## src/rtl/lsu_bus_master_if.sv

```systemverilog
// Request/grant bus between the load/store unit and the data SRAM port.
// The LSU takes the master modport and the memory (or its model) takes the slave modport.
interface lsu_bus_master_if #(
  parameter int ADDR_W = 32
);
  logic              req_o;
  logic              we_o;
  logic [1:0]        hb_o;
  logic              uload_o;
  logic [ADDR_W-1:0] addr_o;
  logic [31:0]       wdata_o;
  logic              gnt_i;
  logic [31:0]       rdata_i;

  modport master (
    output req_o, we_o, hb_o, uload_o, addr_o, wdata_o,
    input  gnt_i, rdata_i
  );

  modport slave (
    input  req_o, we_o, hb_o, uload_o, addr_o, wdata_o,
    output gnt_i, rdata_i
  );
endinterface

```

## src/rtl/lsu_bus_master.sv

```systemverilog
// Load/store initiator: checks alignment, issues one request per command, and returns extended load data.
// Define LSU_TIMEOUT_EN to abort a request with bus_err_o after TIMEOUT_CYCLES ungranted WAIT cycles.
module lsu_bus_master #(
  parameter int ADDR_W         = 32,
  parameter int TIMEOUT_CYCLES = 16
) (
  input  logic              clk_i,
  input  logic              rst_i,
  input  logic              valid_i,
  input  logic              we_i,
  input  logic [1:0]        hb_i,
  input  logic              uload_i,
  input  logic [ADDR_W-1:0] addr_i,
  input  logic [31:0]       wdata_i,
  output logic              busy_o,
  output logic              done_o,
  output logic [31:0]       rdata_o,
  output logic              misalign_o,
  output logic              bus_err_o,
  output logic [2:0]        state_dbg_o,
  lsu_bus_master_if.master  bus
);

  // Bus handshake: req_o rises the cycle after a command is accepted and holds,
  // with every bus field frozen, until the first cycle gnt_i=1; that cycle
  // completes the transfer and carries rdata_i. gnt_i while req_o=0 is ignored.
  typedef enum logic [2:0] {
    S_IDLE = 3'b001,
    S_WAIT = 3'b010,
    S_DONE = 3'b100
  } state_t;

  state_t            state_q, state_d;
  logic              req_q, req_d;
  logic              we_q, we_d;
  logic [1:0]        hb_q, hb_d;
  logic              uload_q, uload_d;
  logic [ADDR_W-1:0] addr_q, addr_d;
  logic [31:0]       wdata_q, wdata_d;
  logic [31:0]       rdata_q, rdata_d;
  logic              mis_q, mis_d;
  logic              misalign;
  logic              can_accept;
  logic [31:0]       ext_rdata;

`ifdef LSU_TIMEOUT_EN
  localparam int CNT_W = $clog2(TIMEOUT_CYCLES + 1);
  logic [CNT_W-1:0] cnt_q, cnt_d;
  logic             berr_q, berr_d;
`endif

  assign misalign = (hb_i == 2'b11) |
                    ((hb_i == 2'b10) & (addr_i[1:0] != 2'b00)) |
                    ((hb_i == 2'b01) & addr_i[0]);

  assign can_accept = (state_q == S_IDLE) | (state_q == S_DONE);

  // Extension follows the size latched with the request, not the live command.
  always_comb begin
    ext_rdata = bus.rdata_i;
    case (hb_q)
      2'b00:   ext_rdata = {{24{~uload_q & bus.rdata_i[7]}},  bus.rdata_i[7:0]};
      2'b01:   ext_rdata = {{16{~uload_q & bus.rdata_i[15]}}, bus.rdata_i[15:0]};
      default: ext_rdata = bus.rdata_i;
    endcase
  end

  always_comb begin
    state_d = state_q;
    req_d   = req_q;
    we_d    = we_q;
    hb_d    = hb_q;
    uload_d = uload_q;
    addr_d  = addr_q;
    wdata_d = wdata_q;
    rdata_d = rdata_q;
    mis_d   = 1'b0;
`ifdef LSU_TIMEOUT_EN
    cnt_d   = cnt_q;
    berr_d  = 1'b0;
`endif
    case (state_q)
      S_IDLE, S_DONE: begin
        state_d = S_IDLE;
        if (valid_i) begin
          if (misalign) begin
            mis_d = 1'b1;
          end else begin
            we_d    = we_i;
            hb_d    = hb_i;
            uload_d = uload_i;
            addr_d  = addr_i;
            wdata_d = wdata_i;
            req_d   = 1'b1;
            state_d = S_WAIT;
`ifdef LSU_TIMEOUT_EN
            cnt_d   = '0;
`endif
          end
        end
      end
      S_WAIT: begin
        if (bus.gnt_i) begin
          req_d   = 1'b0;
          state_d = S_DONE;
          if (!we_q) rdata_d = ext_rdata;
        end
`ifdef LSU_TIMEOUT_EN
        else if (cnt_q == CNT_W'(TIMEOUT_CYCLES - 1)) begin
          req_d   = 1'b0;
          berr_d  = 1'b1;
          state_d = S_IDLE;
        end else begin
          cnt_d = cnt_q + 1'b1;
        end
`endif
      end
      default: begin
        state_d = S_IDLE;
        req_d   = 1'b0;
      end
    endcase
  end

  always_ff @(posedge clk_i or posedge rst_i) begin
    if (rst_i) begin
      state_q <= S_IDLE;
      req_q   <= 1'b0;
      we_q    <= 1'b0;
      hb_q    <= 2'b10;
      uload_q <= 1'b0;
      addr_q  <= '0;
      wdata_q <= '0;
      rdata_q <= '0;
      mis_q   <= 1'b0;
`ifdef LSU_TIMEOUT_EN
      cnt_q   <= '0;
      berr_q  <= 1'b0;
`endif
    end else begin
      state_q <= state_d;
      req_q   <= req_d;
      we_q    <= we_d;
      hb_q    <= hb_d;
      uload_q <= uload_d;
      addr_q  <= addr_d;
      wdata_q <= wdata_d;
      rdata_q <= rdata_d;
      mis_q   <= mis_d;
`ifdef LSU_TIMEOUT_EN
      cnt_q   <= cnt_d;
      berr_q  <= berr_d;
`endif
    end
  end

`ifdef LSU_TIMEOUT_EN
  assign bus_err_o = berr_q;
`else
  logic unused_timeout;
  assign unused_timeout = (TIMEOUT_CYCLES != 0);
  assign bus_err_o      = 1'b0;
`endif

  assign busy_o      = (state_q == S_WAIT) | (can_accept & valid_i & ~misalign);
  assign done_o      = (state_q == S_DONE);
  assign rdata_o     = rdata_q;
  assign misalign_o  = mis_q;
  assign state_dbg_o = state_q;

  assign bus.req_o   = req_q;
  assign bus.we_o    = we_q;
  assign bus.hb_o    = hb_q;
  assign bus.uload_o = uload_q;
  assign bus.addr_o  = addr_q;
  assign bus.wdata_o = wdata_q;

endmodule

```

## src/flat_wrapper.sv

```systemverilog
// flat-port wrapper written by rule: the top's interface ports become plain ports
module lsu_bus_master_flat 
#(
  parameter int ADDR_W         = 32,
  parameter int TIMEOUT_CYCLES = 16
)
  (clk_i, rst_i, valid_i, we_i, hb_i, uload_i, addr_i, wdata_i, busy_o, done_o, rdata_o, misalign_o, bus_err_o, state_dbg_o, bus_req_o, bus_we_o, bus_hb_o, bus_uload_o, bus_addr_o, bus_wdata_o, bus_gnt_i, bus_rdata_i);
  lsu_bus_master_if #(.ADDR_W(ADDR_W)) bus_i ();
  input  logic clk_i;
  input  logic rst_i;
  input  logic valid_i;
  input  logic we_i;
  input  logic [1:0] hb_i;
  input  logic uload_i;
  input  logic [ADDR_W-1:0] addr_i;
  input  logic [31:0] wdata_i;
  output logic busy_o;
  output logic done_o;
  output logic [31:0] rdata_o;
  output logic misalign_o;
  output logic bus_err_o;
  output logic [2:0] state_dbg_o;
  output wire logic [$bits(bus_i.req_o)-1:0] bus_req_o;
  output wire logic [$bits(bus_i.we_o)-1:0] bus_we_o;
  output wire logic [$bits(bus_i.hb_o)-1:0] bus_hb_o;
  output wire logic [$bits(bus_i.uload_o)-1:0] bus_uload_o;
  output wire logic [$bits(bus_i.addr_o)-1:0] bus_addr_o;
  output wire logic [$bits(bus_i.wdata_o)-1:0] bus_wdata_o;
  input wire logic [$bits(bus_i.gnt_i)-1:0] bus_gnt_i;
  input wire logic [$bits(bus_i.rdata_i)-1:0] bus_rdata_i;
  assign bus_req_o = bus_i.req_o;
  assign bus_we_o = bus_i.we_o;
  assign bus_hb_o = bus_i.hb_o;
  assign bus_uload_o = bus_i.uload_o;
  assign bus_addr_o = bus_i.addr_o;
  assign bus_wdata_o = bus_i.wdata_o;
  assign bus_i.gnt_i = bus_gnt_i;
  assign bus_i.rdata_i = bus_rdata_i;
  lsu_bus_master #(.ADDR_W(ADDR_W), .TIMEOUT_CYCLES(TIMEOUT_CYCLES)) u_core (.clk_i(clk_i), .rst_i(rst_i), .valid_i(valid_i), .we_i(we_i), .hb_i(hb_i), .uload_i(uload_i), .addr_i(addr_i), .wdata_i(wdata_i), .busy_o(busy_o), .done_o(done_o), .rdata_o(rdata_o), .misalign_o(misalign_o), .bus_err_o(bus_err_o), .state_dbg_o(state_dbg_o), .bus(bus_i));
endmodule
```

## config.mk

```make
export PLATFORM = sky130hd
export DESIGN_NAME = lsu_bus_master_flat
export DESIGN_NICKNAME = d
export VERILOG_FILES = /design/src/rtl/lsu_bus_master_if.sv /design/src/rtl/lsu_bus_master.sv /design/src/flat_wrapper.sv
export SDC_FILE = /design/constraint.sdc
export NUM_CORES = 1
export LEC_CHECK = 0
export CAP_MARGIN = 0
export CORE_ASPECT_RATIO = 0.75
export CORE_MARGIN = 2
export CORE_UTILIZATION = 42
export CTS_BUF_LIST = sky130_fd_sc_hd__clkbuf_8
export DETAILED_ROUTE_END_ITERATION = 16
export PLACE_DENSITY = 0.83
export SLEW_MARGIN = 10
export SYNTH_ARGS = -nofsm -noshare
export SYNTH_HDL_FRONTEND = slang
export SYNTH_SLANG_ARGS = --single-unit
```

## constraint.sdc

```tcl
create_clock -name clk_i -period 4.95 [get_ports clk_i]
set_input_delay 0.99 -clock clk_i [delete_from_list [all_inputs] [get_ports clk_i]]
set_output_delay 0.99 -clock clk_i [all_outputs]
set_load 0.02 [all_outputs]
```

# [Word level (Yosys, flattened, before mapping)]
# Cells that the tools add are included.
# Widths: inputs -> output; s select.
[word_totals] regBits=105 out_inout_bits=108 elab_cells=50
[op_classes] eq_ne=10 muxes=12 bitwise=13 n_reduce_logical=6
[ops] cell="$pmux 32 s2" count=1
[ops] cell="$reduce_and 3->1" count=3
[ops] cell="$and 1x1->1" count=6
[ops] cell="$mux 1" count=6
[ops] cell="$mux 3" count=2
[ops] cell="$ne 2x2->1 const B" count=3
[ops] cell="$pmux 3 s2" count=1
[ops] cell="$eq 2x1->1 const B" count=2
[ops] cell="$eq 2x2->1 const B" count=2
[ops] cell="$or 1x1->1" count=4
[ops] cell="$eq 3x1->1 const B" count=1
[ops] cell="$eq 3x2->1 const B" count=1
[ops] cell="$eq 3x3->1 const B" count=1
[ops] cell="$not 1->1" count=3
[ops] cell="$logic_not 2->1" count=1
[ops] cell="$mux 2" count=1
[ops] cell="$pmux 1 s2" count=1
[ops] cell="$reduce_bool 2->1" count=1
[ops] cell="$reduce_or 2->1" count=1

# [Logic depth before layout (Yosys ltp)]
# Gate-level depths: netlist of run 1.
[logic_depth] depth_word=7 ltp_mapped=5

# [Worst setup path after synthesis of run 1]
# OpenSTA, ideal clock, no wires.
[synth_timing] kind="in2out" start="in hb_i[0]" end="out busy_o" arrival_time_ns=1.971 path_slack_ns=1.989 path_stages=4 path_cell_list="nor3_1 o2111ai_4 buf_4 nand2_1"
[synth_between] elab_chain_cells=7 word_cells_on_any_way=10 cone_classes="eq/ne: 3; bitwise: 7"
[synth_lines] item="from (decl)" line="flat_wrapper.sv:13" text="input logic [1:0] hb_i;"
[synth_lines] item="$eq 2x2->1" line="lsu_bus_master.sv:53" text="((hb_i == 2'b10) & (addr_i[1:0] != 2'b00)) |"
[synth_lines] item="$and 1x1->1" line="lsu_bus_master.sv:53"
[synth_lines] item="$or 1x1->1" line="lsu_bus_master.sv:52" text="assign misalign = (hb_i == 2'b11) |"
[synth_lines] item="$or 1x1->1 *" line="lsu_bus_master.sv:53"
[synth_lines] item="$not 1->1 (no source line) *"
[synth_lines] item="$and 1x1->1 *" line="lsu_bus_master.sv:165" text="assign busy_o = (state_q == S_WAIT) | (can_accept & valid_i & ~misalign);"
[synth_lines] item="$or 1x1->1 *" line="lsu_bus_master.sv:165"
[synth_lines] item="to (decl)" line="flat_wrapper.sv:17" text="output logic busy_o;"
# Every way passes the cells marked *; elsewhere a longest branch is shown, timed or not.

# [Final worst setup path of run 1]
# Same ends and word-level chain as after synthesis.

==> flow_metrics.tcl, run 1 <==
set metrics [dict create \
    cts_tree "yes" \
    overflow 0 \
    r2r_end "u_core.bus.wdata_o[11]" \
    ys.flop_type "dfrtp_1" \
    fin_nets 608 \
    grt_pass1_wl_um 16270 \
    antenna_found_initial 0 \
    std_cell_rows 32 \
    fillers 774 \
    rrSetupSlack_ps 2780 \
    via_count 3072 \
    finalCritPeriodShare_pct 74.43 \
    hold_buffers 0 \
    worstSetupPathType "input pin to output port" \
    ios 212 \
    die_h_um 91.86 \
    finalNonFillerCells 645 \
    synth_most_common_cell "dfrtp_1" \
    port_buffers 210 \
    pwr-share-clk_pct 17.5 \
    dieArea_um2 11130 \
    crit_fanout 3 \
    ys.warnings.count 0 \
    required_ps 3960 \
    n_antenna_cell 0 \
    ys_seq_area_share_pct 60.84 \
    clockBufferDepth 2 \
    synth_common_cells "dfrtp_1, mux2_2, nand2_1, o21ai_0, inv_1" \
    synth-seq-cells 105 \
    ys_top_cells_by_area "dfrtp_1, mux2_2, mux2i_1" \
    static-leakage-power_nw 2.831 \
    finClkSkew_ps 11.10 \
    drv_slew 0 \
    cts_made_buffers 9 \
    cp.arrival_ps 2690 \
    first_pass_iters 4 \
    yosysUniqueCellTypes 30 \
    rsz0062_at_grt "false" \
    synth_top_area_share_pct 59.62 \
    grt_max_degree 72 \
    grt_pass1_vias 3200 \
    post_drt_via_cell_ratio 4.763 \
    cts_resized 0 \
    ir_drop_v 0.0002637 \
    drt_iter0_markers 130 \
    startpoint "hb_i[0]" \
    cts_setup_buffers 0 \
    endpoint_kind "output port" \
    syn_area_um2 4323 \
    switching_share_pct 33.78 \
    htree_levels 3 \
    synthesis.nets 400 \
    drc 0 \
    multiInputGateArea_um2 1503 \
    gp_congestion 0.7735 \
    worstMarginPinSlew_ps 1024 \
    p_seq_share_pct 38.8 \
    setup_violations 0 \
    cts.sinks 105 \
    grt_use_met3_pct 7.774 \
    synth-edff-count 0 \
    status "finished clean" \
    hold_viol 0 \
    gr-usage-met1_pct 22.70 \
    power.switching_mw 1.143 \
    hold_class "flop to flop" \
    p_comb_share_pct 43.6 \
    wl_per_cell_um 16.16 \
    reg2regPathDepth 4 \
    met2_usage_pct 31.27 \
    period_minus_slack_ps 3684 \
    wl_um 10430 \
    initial_core_util_pct 42.51 \
    drtAntennaViolNets 0 \
    powerDensity_nw_per_um2 503.1 \
    slew-limit-headroom_pct 29.76 \
    register_area_um2 2630 \
    die_w_um 121.1 \
    synth_top_cell_by_area "dfrtp_1" \
    grt.total_usage_pct 18.98 \
    cts.clk_slew.worst_paths_ps 100 \
    p_int_mw 2.241 \
    core-area_um2 10170 \
    grt_busiest_layer "met2" \
    drive_above_1_share_pct 23.58 \
    worst_setup_path_start_kind "input pin" \
    max_freq_mhz 271.4 \
    dp_cells 628 \
    maxCapViolations 0 \
    rr_startpoint "u_core.state_dbg_o[0]" \
    endpoint "busy_o" \
    area_growth_syn_to_layout_pct 55.60 \
    cts_root_buffer "clkbuf_8" \
    avgSynthCellArea_um2 14.60 \
    synth_cells 296 \
    final.setup.tns_ps 0 \
    insertion_delay_ps 370 \
    dp_hpwl_um 7668 \
    synthArstFlopShare_pct 100.0 \
]
## flip-flops by register name (all words and copies together), names as in the netlist
| signal | count |
|---|---|
| u_core.bus.wdata_o | 32 |
| u_core.state_dbg_o | 3 |
| u_core.bus.uload_o | 1 |
| u_core.rdata_o | 32 |
| u_core.bus.we_o | 1 |
| u_core.bus.addr_o | 32 |
| u_core.misalign_o | 1 |
| u_core.bus.req_o | 1 |
| u_core.bus.hb_o | 2 |
## placed cells by master (no fill, tap or decap)
cell type,n
clkdlybuf4s50_1,210
dfrtp_1,103
mux2_2,86
nand2_1,18
o21ai_0,17
inv_1,10
clkbuf_8,10
a21oi_1,9
mux2i_1,9
mux2_4,6
buf_4,3
nor3b_1,2
nor2_1,2
bufinv_16,2
dfstp_2,2
or3b_4,1
nor3_4,1
or2_2,1
nor4b_2,1
or2_1,1
o21ai_1,1
nor3_1,1
xor2_1,1
o2111ai_4,1
and4_1,1
inv_4,1
nor2b_1,1
o311ai_0,1
and2_1,1
conb_1,1
clkinvlp_4,1
clkinv_4,1
inv_6,1
clkinv_2,1
buf_16,1
## worst min path at each step
stage | start | to | slack [ps] | cells past startpoint
global placement | u_core.bus.wdata_o[5] | u_core.bus.wdata_o[5] | 490 | 1
detailed placement | u_core.bus.addr_o[12] | u_core.bus.addr_o[12] | 490 | 1
global route | u_core.bus.wdata_o[17] | u_core.bus.wdata_o[17] | 530 | 1
finish | u_core.bus.addr_o[12] | u_core.bus.addr_o[12] | 510 | 1
CTS | u_core.bus.addr_o[8] | u_core.bus.addr_o[8] | 520 | 1
floorplan | u_core.rdata_o[10] | u_core.rdata_o[10] | 600 | 2
## critical path, stage by stage
cell and delay (ps):
clkdlybuf4s50_1 440, nor3_1 390, o2111ai_4 160, nand2_1 100
clkdlybuf4s50_1 620
## logic make-up (layout without fill, tap and decap cells)
| family | count (synthesis) | count (layout) | share of synthesized area, % |
|---|---|---|---|
| and+or+nand+nor | 31 | 31 | 3.965 |
| other | 1 | 1 | 0.08675 |
| DFF | 105 | 105 | 60.84 |
| buffers and inverters | 28 | 241 | 4.399 |
| muxes | 101 | 101 | 26.57 |
| xor gates and xnor gates | 1 | 1 | 0.2026 |
| AOI/OAI and AO/OA | 29 | 29 | 3.936 |
## power by group through the flow
stage	Combinational, mW	Sequential, mW	Clock, mW
2_1_floorplan	0.386	1.66	0
3_3_place_gp	1.46	1.31	0
3_5_place_dp	1.49	1.33	0
4_1_cts	1.49	1.32	0.613
5_1_grt	1.56	1.35	0.647
6_report	1.48	1.31	0.593
## metal layers
metal  wire length [um]  vias to the layer above
met5                  0                        -
met4                203                        0
met3                924                       16
met2               4982                      129
met1               4316                     1489
li1                   -                     1438
## through the flow
step	util, %	hold slack, ps	cell area [um2]	setup slack [ps]	power, mW
after floorplan	-	604.6	4323	1203	2.050
after global placement	63.63	485.1	6471	1246	2.777
after detailed placement	63.63	491.6	6471	1249	2.821
after CTS	65.87	515.0	6699	1240	3.422
after global routing	66.14	527.9	6726	1184	3.559
final	66.14	509.8	6726	1266	3.384
## area by class of cell
class,instances,share of cell area (%)
clock buffer,10,2.046
clock inverter,6,1.339
inverter,11,0.6510
multi-input combinational,163,22.34
sequential,105,39.10
tap,136,2.530
timing repair buffer,214,31.99
Note: power is estimated with default switching activity, not from simulation.
==> run 2: changes to the inputs <==
--- a/config.mk
+++ b/config.mk
@@ -8,10 +8,10 @@
 export CAP_MARGIN = 0
 export CORE_ASPECT_RATIO = 0.75
 export CORE_MARGIN = 2
-export CORE_UTILIZATION = 42
+export CORE_UTILIZATION = 38
 export CTS_BUF_LIST = sky130_fd_sc_hd__clkbuf_8
 export DETAILED_ROUTE_END_ITERATION = 16
-export PLACE_DENSITY = 0.83
+export PLACE_DENSITY = 0.79
 export SLEW_MARGIN = 10
 export SYNTH_ARGS = -nofsm -noshare
 export SYNTH_HDL_FRONTEND = slang
==> constraint.sdc (replaced) <==
create_clock -name clk_i -period 3 [get_ports clk_i]
set_input_delay 0.6 -clock clk_i [delete_from_list [all_inputs] [get_ports clk_i]]
set_output_delay 0.6 -clock clk_i [all_outputs]
set_load 0.02 [all_outputs]
==> flow_metrics.tcl, run 2 (synthesized netlist as in run 1, its figures left out) <==
set metrics [dict create \
    n_antenna_cell 0 \
    die_w_um 127.2 \
    fin_nets 609 \
    cts_made_buffers 9 \
    maxCapViolations 0 \
    p_total_mw 5.397 \
    antenna_found_initial 0 \
    hold_buffers 0 \
    setup_violations 0 \
    cts.sinks 105 \
    first_pass_iters 4 \
    htree_levels 3 \
    wl_per_cell_um 16.29 \
    powerDensity_nw_per_um2 808.3 \
    drive_above_1_share_pct 23.53 \
    gp_congestion 0.8091 \
    grt.total_usage_pct 17.44 \
    worst_setup_path_start_kind "input pin" \
    crit_fanout 3 \
    max_freq_mhz 348.4 \
    drc 0 \
    drt_iter0_markers 114 \
    utilization_pct 60.56 \
    via_count 3134 \
    endpoint_kind "output port" \
    worstSetupPathType "input pin to output port" \
    final_common_cell "clkdlybuf4s50_1" \
    core-area_um2 11020 \
    std_cell_rows 33 \
    cts.clk_slew.worst_paths_ps 90 \
    rsz0062_at_grt "false" \
    worstMarginPinSlew_ps 927.8 \
    drtAntennaViolNets 0 \
    cts_resized 0 \
    grt_pass1_vias 3217 \
    post_drt_via_cell_ratio 4.822 \
    cts_setup_buffers 0 \
    port_buffers 210 \
    grt_pass1_wl_um 16740 \
    dp_hpwl_um 7715 \
    hold_viol 0 \
    hold_class "flop to flop" \
    mostFrequentLayoutCells "clkdlybuf4s50_1, dfrtp_1, mux2_2" \
    clockBufferDepth 2 \
    period_minus_slack_ps 2870 \
    die_h_um 96.37 \
    status "finished clean" \
    static-leakage-power_nw 2.808 \
    cts_root_buffer "clkbuf_8" \
    dieArea_um2 12250 \
    ios 212 \
    overflow 0 \
    finClkSkew_ps 9.694 \
    wl_um 10590 \
    required_ps 2400 \
    grt_max_degree 106 \
    slew-limit-headroom_pct 38.15 \
    area_growth_syn_to_layout_pct 54.44 \
    finalCritPeriodShare_pct 95.67 \
    cp.arrival_ps 2270 \
    cts_tree "yes" \
    initial_core_util_pct 39.21 \
    drv_slew 0 \
    ir_drop_v 0.0003871 \
    insertion_delay_ps 360 \
    final.setup.tns_ps 0 \
]
-- run 2: path summary, 6_finish.rpt --
check / cells past startpoint / end / slack, ps / from
worst max-delay path: 5 / busy_o / 130 / addr_i[0]
min in group asynchronous: 3 / u_core.bus.wdata_o[12] / 730 / rst_i
max in group asynchronous: 3 / u_core.bus.hb_o[1] / 1810 / rst_i
worst min-delay path: 1 / u_core.bus.wdata_o[27] / 510 / u_core.bus.wdata_o[27]
worst min register to register: 1 / u_core.bus.wdata_o[27] / 510 / u_core.bus.wdata_o[27]
worst max register to register: 4 / u_core.bus.wdata_o[14] / 790 / u_core.state_dbg_o[0]
-- run 2: through the flow --
stage | instance area [um2] | instances | hold WS (ps) | setup slack, ps
detailed placement | 6505 | 634 | 492.9 | 103.9
finish | 6676 | 650 | 511.9 | 129.9
global route | 6676 | 650 | 525.0 | 16.95
floorplan | 4327 | 296 | 604.6 | 819.4
global placement | 6505 | 634 | 486.1 | 120.8
CTS | 6676 | 650 | 516.4 | 109.9
-- run 2: cell type report --
type	instances	area, um2
Sequential cell	105	2630
Clock inverter	7	47.55
Fill cell	877	4348
Tap cell	140	175.2
Multi-Input combinational cell	163	1503
Timing Repair Buffer	215	2152
Inverter	11	45.04
Clock buffer	9	123.9
-- run 2: routing by layer --
layer | GRT usage [%] | share of wire [%] | up-vias
met5 | 0 | 0 | -
met4 | 4.579 | 0.93 | 0
met3 | 7.489 | 9.7 | 10
met2 | 28.05 | 47 | 137
met1 | 21.93 | 42 | 1545
li1 | - | - | 1442
-- run 2: critical path, cell delays in order --
cell	delay, ps
clkdlybuf4s50_1	440
a21oi_1	330
o2111ai_4	170
nand2_1	100
clkdlybuf4s50_1	630
-- run 2: report_power, final --
group | leakage (nW) | switching, mW | internal (mW)
sequential | 1.25 | 0.278 | 1.89
clock | 0.0908 | 0.479 | 0.302
combinational | 1.46 | 1.13 | 1.32
==> run 3: changes to the inputs <==
--- a/config.mk
+++ b/config.mk
@@ -12,7 +12,6 @@
 export CTS_BUF_LIST = sky130_fd_sc_hd__clkbuf_8
 export DETAILED_ROUTE_END_ITERATION = 16
 export PLACE_DENSITY = 0.79
-export SLEW_MARGIN = 10
 export SYNTH_ARGS = -nofsm -noshare
 export SYNTH_HDL_FRONTEND = slang
 export SYNTH_SLANG_ARGS = --single-unit
==> results of run 3 <==
The final DEF is identical to that of run 2; final timing and power are the same.
